--- src/rtl/spi_cmd_decoder.sv ---
`default_nettype none
`timescale 1ns/1ps
// ============================================================================
//  Module      : spi_cmd_decoder
//  Description : Decodes byte frames delivered by an SPI slave into register
//                reads and writes. The register map has a fixed ID, six
//                read/write configuration registers and a saturating error
//                counter. Transactions abandoned by the master are aborted
//                after TIMEOUT_CYCLES idle cycles.
//  Revision    : 1.0 - initial release
// ============================================================================
module spi_cmd_decoder #(
    parameter logic [19:0] TIMEOUT_CYCLES = 20'd1000000
) (
    input  logic        sys_clk,
    input  logic        rst_n,
    input  logic [7:0]  rxd_data,
    input  logic        rxd_flag,
    output logic [7:0]  txd_data,
    output logic [47:0] cfg_regs,
    output logic        wr_pulse,
    output logic [2:0]  wr_addr,
    output logic        busy
);

    // Transaction states
    localparam logic [1:0] c_IDLE     = 2'd0;
    localparam logic [1:0] c_WR_DATA  = 2'd1;
    localparam logic [1:0] c_RD_DUMMY = 2'd2;

    // Fixed register contents and response bytes
    localparam logic [7:0] c_ID_VALUE = 8'h5A;
    localparam logic [7:0] c_ERR_RESP = 8'hEE;
    localparam logic [7:0] c_ERR_MAX  = 8'hFF;

    logic [1:0]  r_state;
    logic [2:0]  r_addr;
    logic [7:0]  r_txd;
    logic [47:0] r_cfg;
    logic        r_wr_pulse;
    logic [2:0]  r_wr_addr;
    logic [7:0]  r_err_cnt;
    logic [19:0] r_tmo_cnt;

    logic        w_busy;
    logic        w_cmd_legal;
    logic        w_timeout;
    logic        w_wr_fire;
    logic        w_addr_rw;
    logic        w_err_inc;
    logic [7:0]  w_rd_val;

    assign w_busy      = (r_state != c_IDLE);
    assign w_cmd_legal = (rxd_data[6:3] == 4'd0);
    // Abort fires on the idle cycle that would bring the count up to the limit;
    // a frame arriving in that same cycle takes priority.
    assign w_timeout   = w_busy && !rxd_flag &&
                         (({1'b0, r_tmo_cnt} + 21'd1) >= {1'b0, TIMEOUT_CYCLES});
    assign w_wr_fire   = (r_state == c_WR_DATA) && rxd_flag;
    assign w_addr_rw   = (r_addr != 3'd0) && (r_addr != 3'd7);
    assign w_err_inc   = ((r_state == c_IDLE) && rxd_flag && !w_cmd_legal) || w_timeout;

    // Read mux keyed by the address field of the incoming command byte
    always_comb begin
        w_rd_val = 8'h00;
        case (rxd_data[2:0])
            3'd0:    w_rd_val = c_ID_VALUE;
            3'd1:    w_rd_val = r_cfg[7:0];
            3'd2:    w_rd_val = r_cfg[15:8];
            3'd3:    w_rd_val = r_cfg[23:16];
            3'd4:    w_rd_val = r_cfg[31:24];
            3'd5:    w_rd_val = r_cfg[39:32];
            3'd6:    w_rd_val = r_cfg[47:40];
            default: w_rd_val = r_err_cnt;
        endcase
    end

    // Transaction FSM, captured address and response byte
    always_ff @(posedge sys_clk or negedge rst_n) begin
        if (!rst_n) begin
            r_state <= c_IDLE;
            r_addr  <= 3'd0;
            r_txd   <= 8'h00;
        end else begin
            case (r_state)
                c_IDLE: begin
                    if (rxd_flag) begin
                        if (!w_cmd_legal) begin
                            r_txd <= c_ERR_RESP;
                        end else if (rxd_data[7]) begin
                            r_addr  <= rxd_data[2:0];
                            r_state <= c_WR_DATA;
                        end else begin
                            r_txd   <= w_rd_val;
                            r_state <= c_RD_DUMMY;
                        end
                    end
                end
                c_WR_DATA, c_RD_DUMMY: begin
                    if (rxd_flag || w_timeout) begin
                        r_state <= c_IDLE;
                        r_txd   <= 8'h00;
                    end
                end
                default: r_state <= c_IDLE;
            endcase
        end
    end

    // Inter-frame idle counter, only running inside a transaction
    always_ff @(posedge sys_clk or negedge rst_n) begin
        if (!rst_n) begin
            r_tmo_cnt <= 20'd0;
        end else if (!w_busy || rxd_flag || w_timeout) begin
            r_tmo_cnt <= 20'd0;
        end else begin
            r_tmo_cnt <= r_tmo_cnt + 20'd1;
        end
    end

    // Configuration register file and write strobe
    always_ff @(posedge sys_clk or negedge rst_n) begin
        if (!rst_n) begin
            r_cfg      <= 48'h0;
            r_wr_pulse <= 1'b0;
            r_wr_addr  <= 3'd0;
        end else begin
            r_wr_pulse <= 1'b0;
            if (w_wr_fire && w_addr_rw) begin
                r_wr_pulse <= 1'b1;
                r_wr_addr  <= r_addr;
                for (int n = 1; n <= 6; n++) begin
                    if (r_addr == 3'(n)) begin
                        r_cfg[8*n-8 +: 8] <= rxd_data;
                    end
                end
            end
        end
    end

    // Saturating error counter, cleared by any write to its address
    always_ff @(posedge sys_clk or negedge rst_n) begin
        if (!rst_n) begin
            r_err_cnt <= 8'h00;
        end else if (w_wr_fire && (r_addr == 3'd7)) begin
            r_err_cnt <= 8'h00;
        end else if (w_err_inc && (r_err_cnt != c_ERR_MAX)) begin
            r_err_cnt <= r_err_cnt + 8'd1;
        end
    end

    assign txd_data = r_txd;
    assign cfg_regs = r_cfg;
    assign wr_pulse = r_wr_pulse;
    assign wr_addr  = r_wr_addr;
    assign busy     = w_busy;

endmodule
`default_nettype wire

--- config.mk ---
export PLATFORM = sky130hd
export DESIGN_NAME = spi_cmd_decoder
export DESIGN_NICKNAME = d
export VERILOG_FILES = /design/src/rtl/spi_cmd_decoder.sv
export SDC_FILE = /design/constraint.sdc
export NUM_CORES = 1
export LEC_CHECK = 0
export ABC_AREA = 1
export CORE_MARGIN = 2
export CORE_UTILIZATION = 50
export CTS_CLUSTER_SIZE = 16
export DETAILED_ROUTE_END_ITERATION = 8
export PLACE_DENSITY = 0.75
export RECOVER_POWER = 50
export SETUP_SLACK_MARGIN = 0.5
export SYNTH_ARGS = -nofsm -noshare
export SYNTH_HDL_FRONTEND = slang
export SYNTH_SLANG_ARGS = --single-unit
--- constraint.sdc ---
create_clock -name sys_clk -period 6.2 [get_ports sys_clk]
set_clock_uncertainty 0.05 [all_clocks]
set_input_delay 1.86 -clock sys_clk [delete_from_list [all_inputs] [get_ports sys_clk]]
set_output_delay 1.86 -clock sys_clk [all_outputs]
set_load 0.05 [all_outputs]
; ---- After elaboration in Yosys (flattened, before gate mapping)
; Cells that the tools add are included.
[classes]
addsub = 3
multipliers = 0
div = 0
magnitude_cmp = 1
n_eq_ne = 21
n_shift = 0
mux = 15
bitwise = 0
n_reduce_logical = 33
[op_table]
columns = cell, count
row1 = case mux 8 bit (7 select lines), 1
row2 = 2-to-1 mux 8 bit, 6
row3 = adder 20 x 1 -> 21 bit (second input constant), 1
row4 = == test 3 bit (second input constant), 7
row5 = >= comparator 21 x 20 -> 1 bit (second input constant), 1
row6 = adder 20 x 1 -> 20 bit (second input constant), 1
row7 = 2-to-1 mux 20 bit, 1
row8 = case mux 8 bit (2 select lines), 1
row9 = == test 3 x 2 -> 1 bit (second input constant), 4
row10 = AND reduction 2 bit, 6
row11 = logical AND 1 bit, 9
row12 = adder 8 x 1 -> 8 bit (second input constant), 1
row13 = 2-to-1 mux 2 bit, 4
row14 = inequality test 8 bit (second input constant), 1
row15 = AND reduction 4 bit, 2
row16 = == test 3 x 1 -> 1 bit (second input constant), 2
row17 = inequality test 2 bit (second input constant), 3
row18 = inequality test 3 bit (second input constant), 2
row19 = nonzero test 2 bit, 3
row20 = logical NOT 4 bit, 1
row21 = logical OR 1 bit, 4
row22 = case mux 2 bit (2 select lines), 1
row23 = logical NOT 1 bit, 3
row24 = logical NOT 3 bit, 1
row25 = 7 further kinds, 7
[word_totals]
register_bits = 93
latchBits = 0
ramBits = 0
rom_bits = 0
in_bits = 11
out_inout_bits = 61
wordCells = 86
memories = 0

; ---- Depth between registers and ports, before layout
[logic_depth]
ltp_word = 7
mapped_depth = 18
depth_no_buf = 17

; ---- Worst setup path before layout
; OpenSTA, ideal clock, no wires.
[synth_timing]
kind = input-to-reg
from = input port rxd_data[4]
to = register r_txd[7] (netlist: txd_data[7])
setup_ns = 0.074
arrival_ns = 3.115
t_required_ns = 6.076
path_slack_ns = 2.961
path_stages = 10
n_path_buf = 1
path_cell_list = nor4_1 -> inv_1 -> nor3_1 -> inv_1 -> nand2_1 -> inv_1 -> nand2_4 -> buf_8 -> nand2_2 -> o21ai_2
[synth_between]
elab_chain_cells = 4
elab_cells_between_ends = 6
cone_classes = eq/ne (1) / mux (3) / reduce/logical (2)
[synth_lines]
columns = item, line_no
row1 = from (decl), 17  ; input logic [7:0] rxd_data,
row2 = logical NOT 4 bit *, 54  ; assign w_cmd_legal = (rxd_data[6:3] == 4'd0);
row3 = 2-to-1 mux 8 bit, 88  ; if (!w_cmd_legal) begin
row4 = 2-to-1 mux 8 bit, 87  ; if (rxd_flag) begin
row5 = case mux 8 bit (2 select lines), 85  ; case (r_state)
row6 = to (signal assigned), 89  ; r_txd <= c_ERR_RESP;
row7 = to (signal assigned), 94  ; r_txd <= w_rd_val;
row8 = to (decl), 38  ; logic [7:0] r_txd;
; Every way passes the cells marked *; elsewhere a longest branch is shown, timed or not. The select of a mux whose other input is x is not followed.
; A chain may end at the register's enable or synchronous reset.

==> key figures <==
GRT
  • Vias in the first global route: 4059
  • First-pass GRT wire length: 20.66 mm
  • Largest net degree at the start of global routing: between 50 and 60
  • Overall Global Routing Usage: 0.2601
  • Leftover overflow at the end of global routing: 0
  • Antenna violations before repair: 0

Detailed routing
  • Drt first-iter violations: 290
  • Wire length per cell: 16.20 µm
  • Total number of vias: about 4200
  • Post-route antenna net violation count: 0
  • Number of detailed-route iterations in the first pass: 4
  • Detailed-route vias per instance: 5.542
  • Total routed wirelength: 12.29 mm
  • Post-route DRC: 0

Critical path
  • CP max stage delay: 1.60 ns
  • Startpoint of the worst-slack reg-to-reg timing path: r_tmo_cnt[0]
  • End of the worst register-to-register path: r_tmo_cnt[2]
  • Critical-path cell list: clkbuf_1, clkbuf_2
  • R2R Setup Slk: 3.54 ns
  • Type of the worst setup path: in2async
  • CP endpoint kind: asynchronous set/reset pin
  • Critical path arrival: 4.70 ns
  • Gate family responsible for the most delay along the worst path: buffers and inverters
  • Critical path launch point type: primary input
  • Required time of the critical path: 6.42 ns
  • Number of buffer and inverter instances along the worst setup path: 2
  • Peak fanout along the critical path: 52
  • Count of cells along the worst register-to-register path: 13
  • Cell at the slowest stage of the critical path: clkbuf_1

Die
  • Number of I/O pins: 72
  • Cell row count: 35
  • Horizontal die dimension: 101.0 µm
  • Placeable core area: 9196 µm²
  • Total die area: 10210 µm²
  • Chip Height: 101.0 µm
  • Starting Density: 0.5120

Place
  • Final HPWL DP: 9.060 mm
  • Setup slack at placement: 1.972 ns
  • Final weighted congestion of routability-driven global placement: 0.9247
  • Count of buffers inserted at the top-level ports: between 70 and 80
  • Instance area after placement: 5499 µm²

Clocking
  • CTS Root Cell: clkbuf_8
  • Clock latency at the later pin of the worst-skew pair: 0.37 ns
  • Hold buffer count at CTS: 0
  • CTS H-tree lvls: 3
  • Clock sink count: 93
  • Clock transition time at the flip-flop clock pins of the worst setup and hold paths: ~0.10 ns
  • Clock buffer depth: 2
  • Clock tree from TritonCTS: built
  • Number of setup buffers added after CTS: 0
  • Number of gates given a new drive strength after cts: 0
  • Num CTS Buffers: 9

Finish
  • Final Net Count: 658
  • Ant diodes: 0
  • Layout area overhead: 20.73%
  • Filler cells: 828
  • Cell area after layout: between 5000 and 6000 µm²
  • Ratio of cells with drive above 1 in the final layout: 0.07870
  • Fin util: 0.6181

Min path
  • Min-Delay Path Depth: 1
  • Hold path endpoint: r_tmo_cnt[0]
  • Worst Min Path Start: r_tmo_cnt[0]
  • Class of the most critical hold timing path: reg2reg

Logic synthesis
  • Yosys warns: 0
  • Post-Syn Area: 4708 µm²
  • Number of instances in the synthesized netlist: 573
  • Synthesized area divided by synthesized cell count: roughly 8 µm²
  • Number of synthesized register bits: between 90 and 100
  • Nets in the synthesized netlist: 588
  • Share of the yosys chip area belonging to registers: 0.4943
  • Number of distinct library cells after synthesis: 38

Flow run
  • Number of max-cap violations: 1

Pwr
  • IR Drop Worst-Case VDD: 169.6 µV
  • Final Power: about 1700 µW
  • Static leakage: ~0.0025 µW
  • Power Density: 303.5 nW/µm²

STA
  • Post-route setup slack: 1.729 ns
  • Setup repair after global routing missed its margin: false
  • Number of slew-limit violations in the final report: 43
  • Period Utilization, post-route: 0.7212
  • Final critical delay including setup and external delays: 4.471 ns
  • Number of failing setup endpoints in the final timing report: 0
  • Max-Slew Margin vs Limit: -0.5324
  • Max Freq: roughly 0.22 GHz
  • Setup TNS after final layout: 0 ns
  • Pin slew with the least headroom to its limit: 2.299 ns
  • Count of final hold-check violations: 0

Outcome
  • Run status: finished, violations left
  • Violations in the final reports: capacitance limit, slew limit
[power by group]
part           leakage, µW  switching (µW)  internal, µW
Sequential         0.00127            76.5           681
Clock            0.0000939             220           189
Combinational      0.00113             383           177
[how the worst max path moves through the flow]
stage,from,to,slack [ns],cells past startpoint
4_1_cts,r_state[0],busy,2.26,4
6_report,rst_n,cfg_regs[7],1.73,2
5_1_grt,rst_n,cfg_regs[39],1.04,2
3_5_place_dp,rxd_data[0],txd_data[0],1.97,6
3_3_place_gp,rxd_data[2],txd_data[7],2.05,9
2_1_floorplan,rxd_data[4],txd_data[7],2.96,10
[registers in the layout, indices dropped and copies added (netlist names)]
name,flops
r_tmo_cnt,20
wr_pulse,1
r_state,2
txd_data,8
cfg_regs,48
r_addr,3
wr_addr,3
r_err_cnt,8
[per-stage QoR]
| stage | std cells | hold slack (ns) |
|---|---|---|
| 6_report | 759 | 0.4377 |
| 3_3_place_gp | 743 | 0.4224 |
| 3_5_place_dp | 743 | 0.4272 |
| 2_1_floorplan | 573 | 0.3919 |
| 5_1_grt | 759 | 0.4736 |
| 4_1_cts | 759 | 0.4436 |
[cell type report]
type,count,area [µm²],area share
inverter,61,229.0,0.04028
multi-input combinational,406,2088,0.3674
tap,111,138.9,0.02443
sequential,93,2327,0.4094
clock buffer,11,131.4,0.02311
timing repair buffer,72,709.4,0.1248
clock inverter,5,60.06,0.01057
[layer usage]
metal	vias to the layer above	wire length [µm]	global-route usage
li1	2042	-	-
met2	169	5582	0.3994
met3	20	896	0.05964
met5	-	0	0
met4	0	210	0.07277
met1	1975	5604	0.3716
[cells by family (layout without fill, tap and decap cells)]
logic type               after synthesis  after routing  synth area share
adder cells (fa/ha/maj)                4              4           0.01063
buffers and inverters                 74            149           0.06218
AND/OR/NAND/NOR                      294            294            0.2891
flip-flops                            93             93            0.4943
XOR/XNOR                              11             11           0.02046
AO/OA/AOI/OAI                         97             97            0.1233
[Yosys cell counts]
| library cell | number | area, µm² |
|---|---|---|
| nand2_1 | 148 | 555.5 |
| dfrtp_1 | 93 | 2327 |
| o21ai_0 | 60 | 300.3 |
| inv_1 | 59 | 221.5 |
| nor2_1 | 47 | 176.4 |
| nand3_1 | 36 | 180.2 |
| nand4_1 | 22 | 137.6 |
| a21oi_1 | 9 | 45.04 |
| clkbuf_1 | 9 | 33.78 |
| nor3_1 | 9 | 45.04 |
| xor2_1 | 9 | 78.83 |
| nor2_2 | 8 | 50.05 |
| o21ai_2 | 8 | 70.07 |
| nand2_2 | 7 | 43.79 |
| a221oi_1 | 6 | 52.55 |
| nand2_4 | 5 | 56.30 |
| ha_1 | 4 | 50.05 |
| nor2_4 | 4 | 45.04 |
| a22o_1 | 3 | 26.28 |
| buf_2 | 3 | 15.01 |
| clkinv_1 | 2 | 7.510 |
| nand3_2 | 2 | 20.02 |
| nor4_1 | 2 | 12.51 |
| o211ai_1 | 2 | 15.01 |
| o31ai_1 | 2 | 15.01 |
| xnor2_1 | 2 | 17.52 |
| a22oi_1 | 1 | 7.510 |
| a31o_2 | 1 | 8.760 |
| a41o_1 | 1 | 10.01 |
| a41oi_1 | 1 | 8.760 |
| and2_1 | 1 | 6.260 |
| buf_8 | 1 | 15.01 |
| nand3_4 | 1 | 17.52 |
| nand3b_1 | 1 | 7.510 |
| nor3b_1 | 1 | 7.510 |
| o21ai_1 | 1 | 5.000 |
| o21bai_1 | 1 | 7.510 |
| o2bb2ai_1 | 1 | 8.760 |
[cells in the final DEF (no fill, tap or decap), drive strengths merged, types with 6 or more instances in the layout]
| cell type | netlist | routed |
|---|---|---|
| a21oi | 9 | 9 |
| a221oi | 6 | 6 |
| clkbuf | 9 | 13 |
| clkdlybuf4s50 | 0 | 69 |
| dfrtp | 93 | 93 |
| inv | 59 | 60 |
| nand2 | 160 | 160 |
| nand3 | 39 | 39 |
| nand4 | 22 | 22 |
| nor2 | 59 | 59 |
| nor3 | 9 | 9 |
| o21ai | 69 | 69 |
| xor2 | 9 | 9 |
Power figures use the tool's default switching activity.
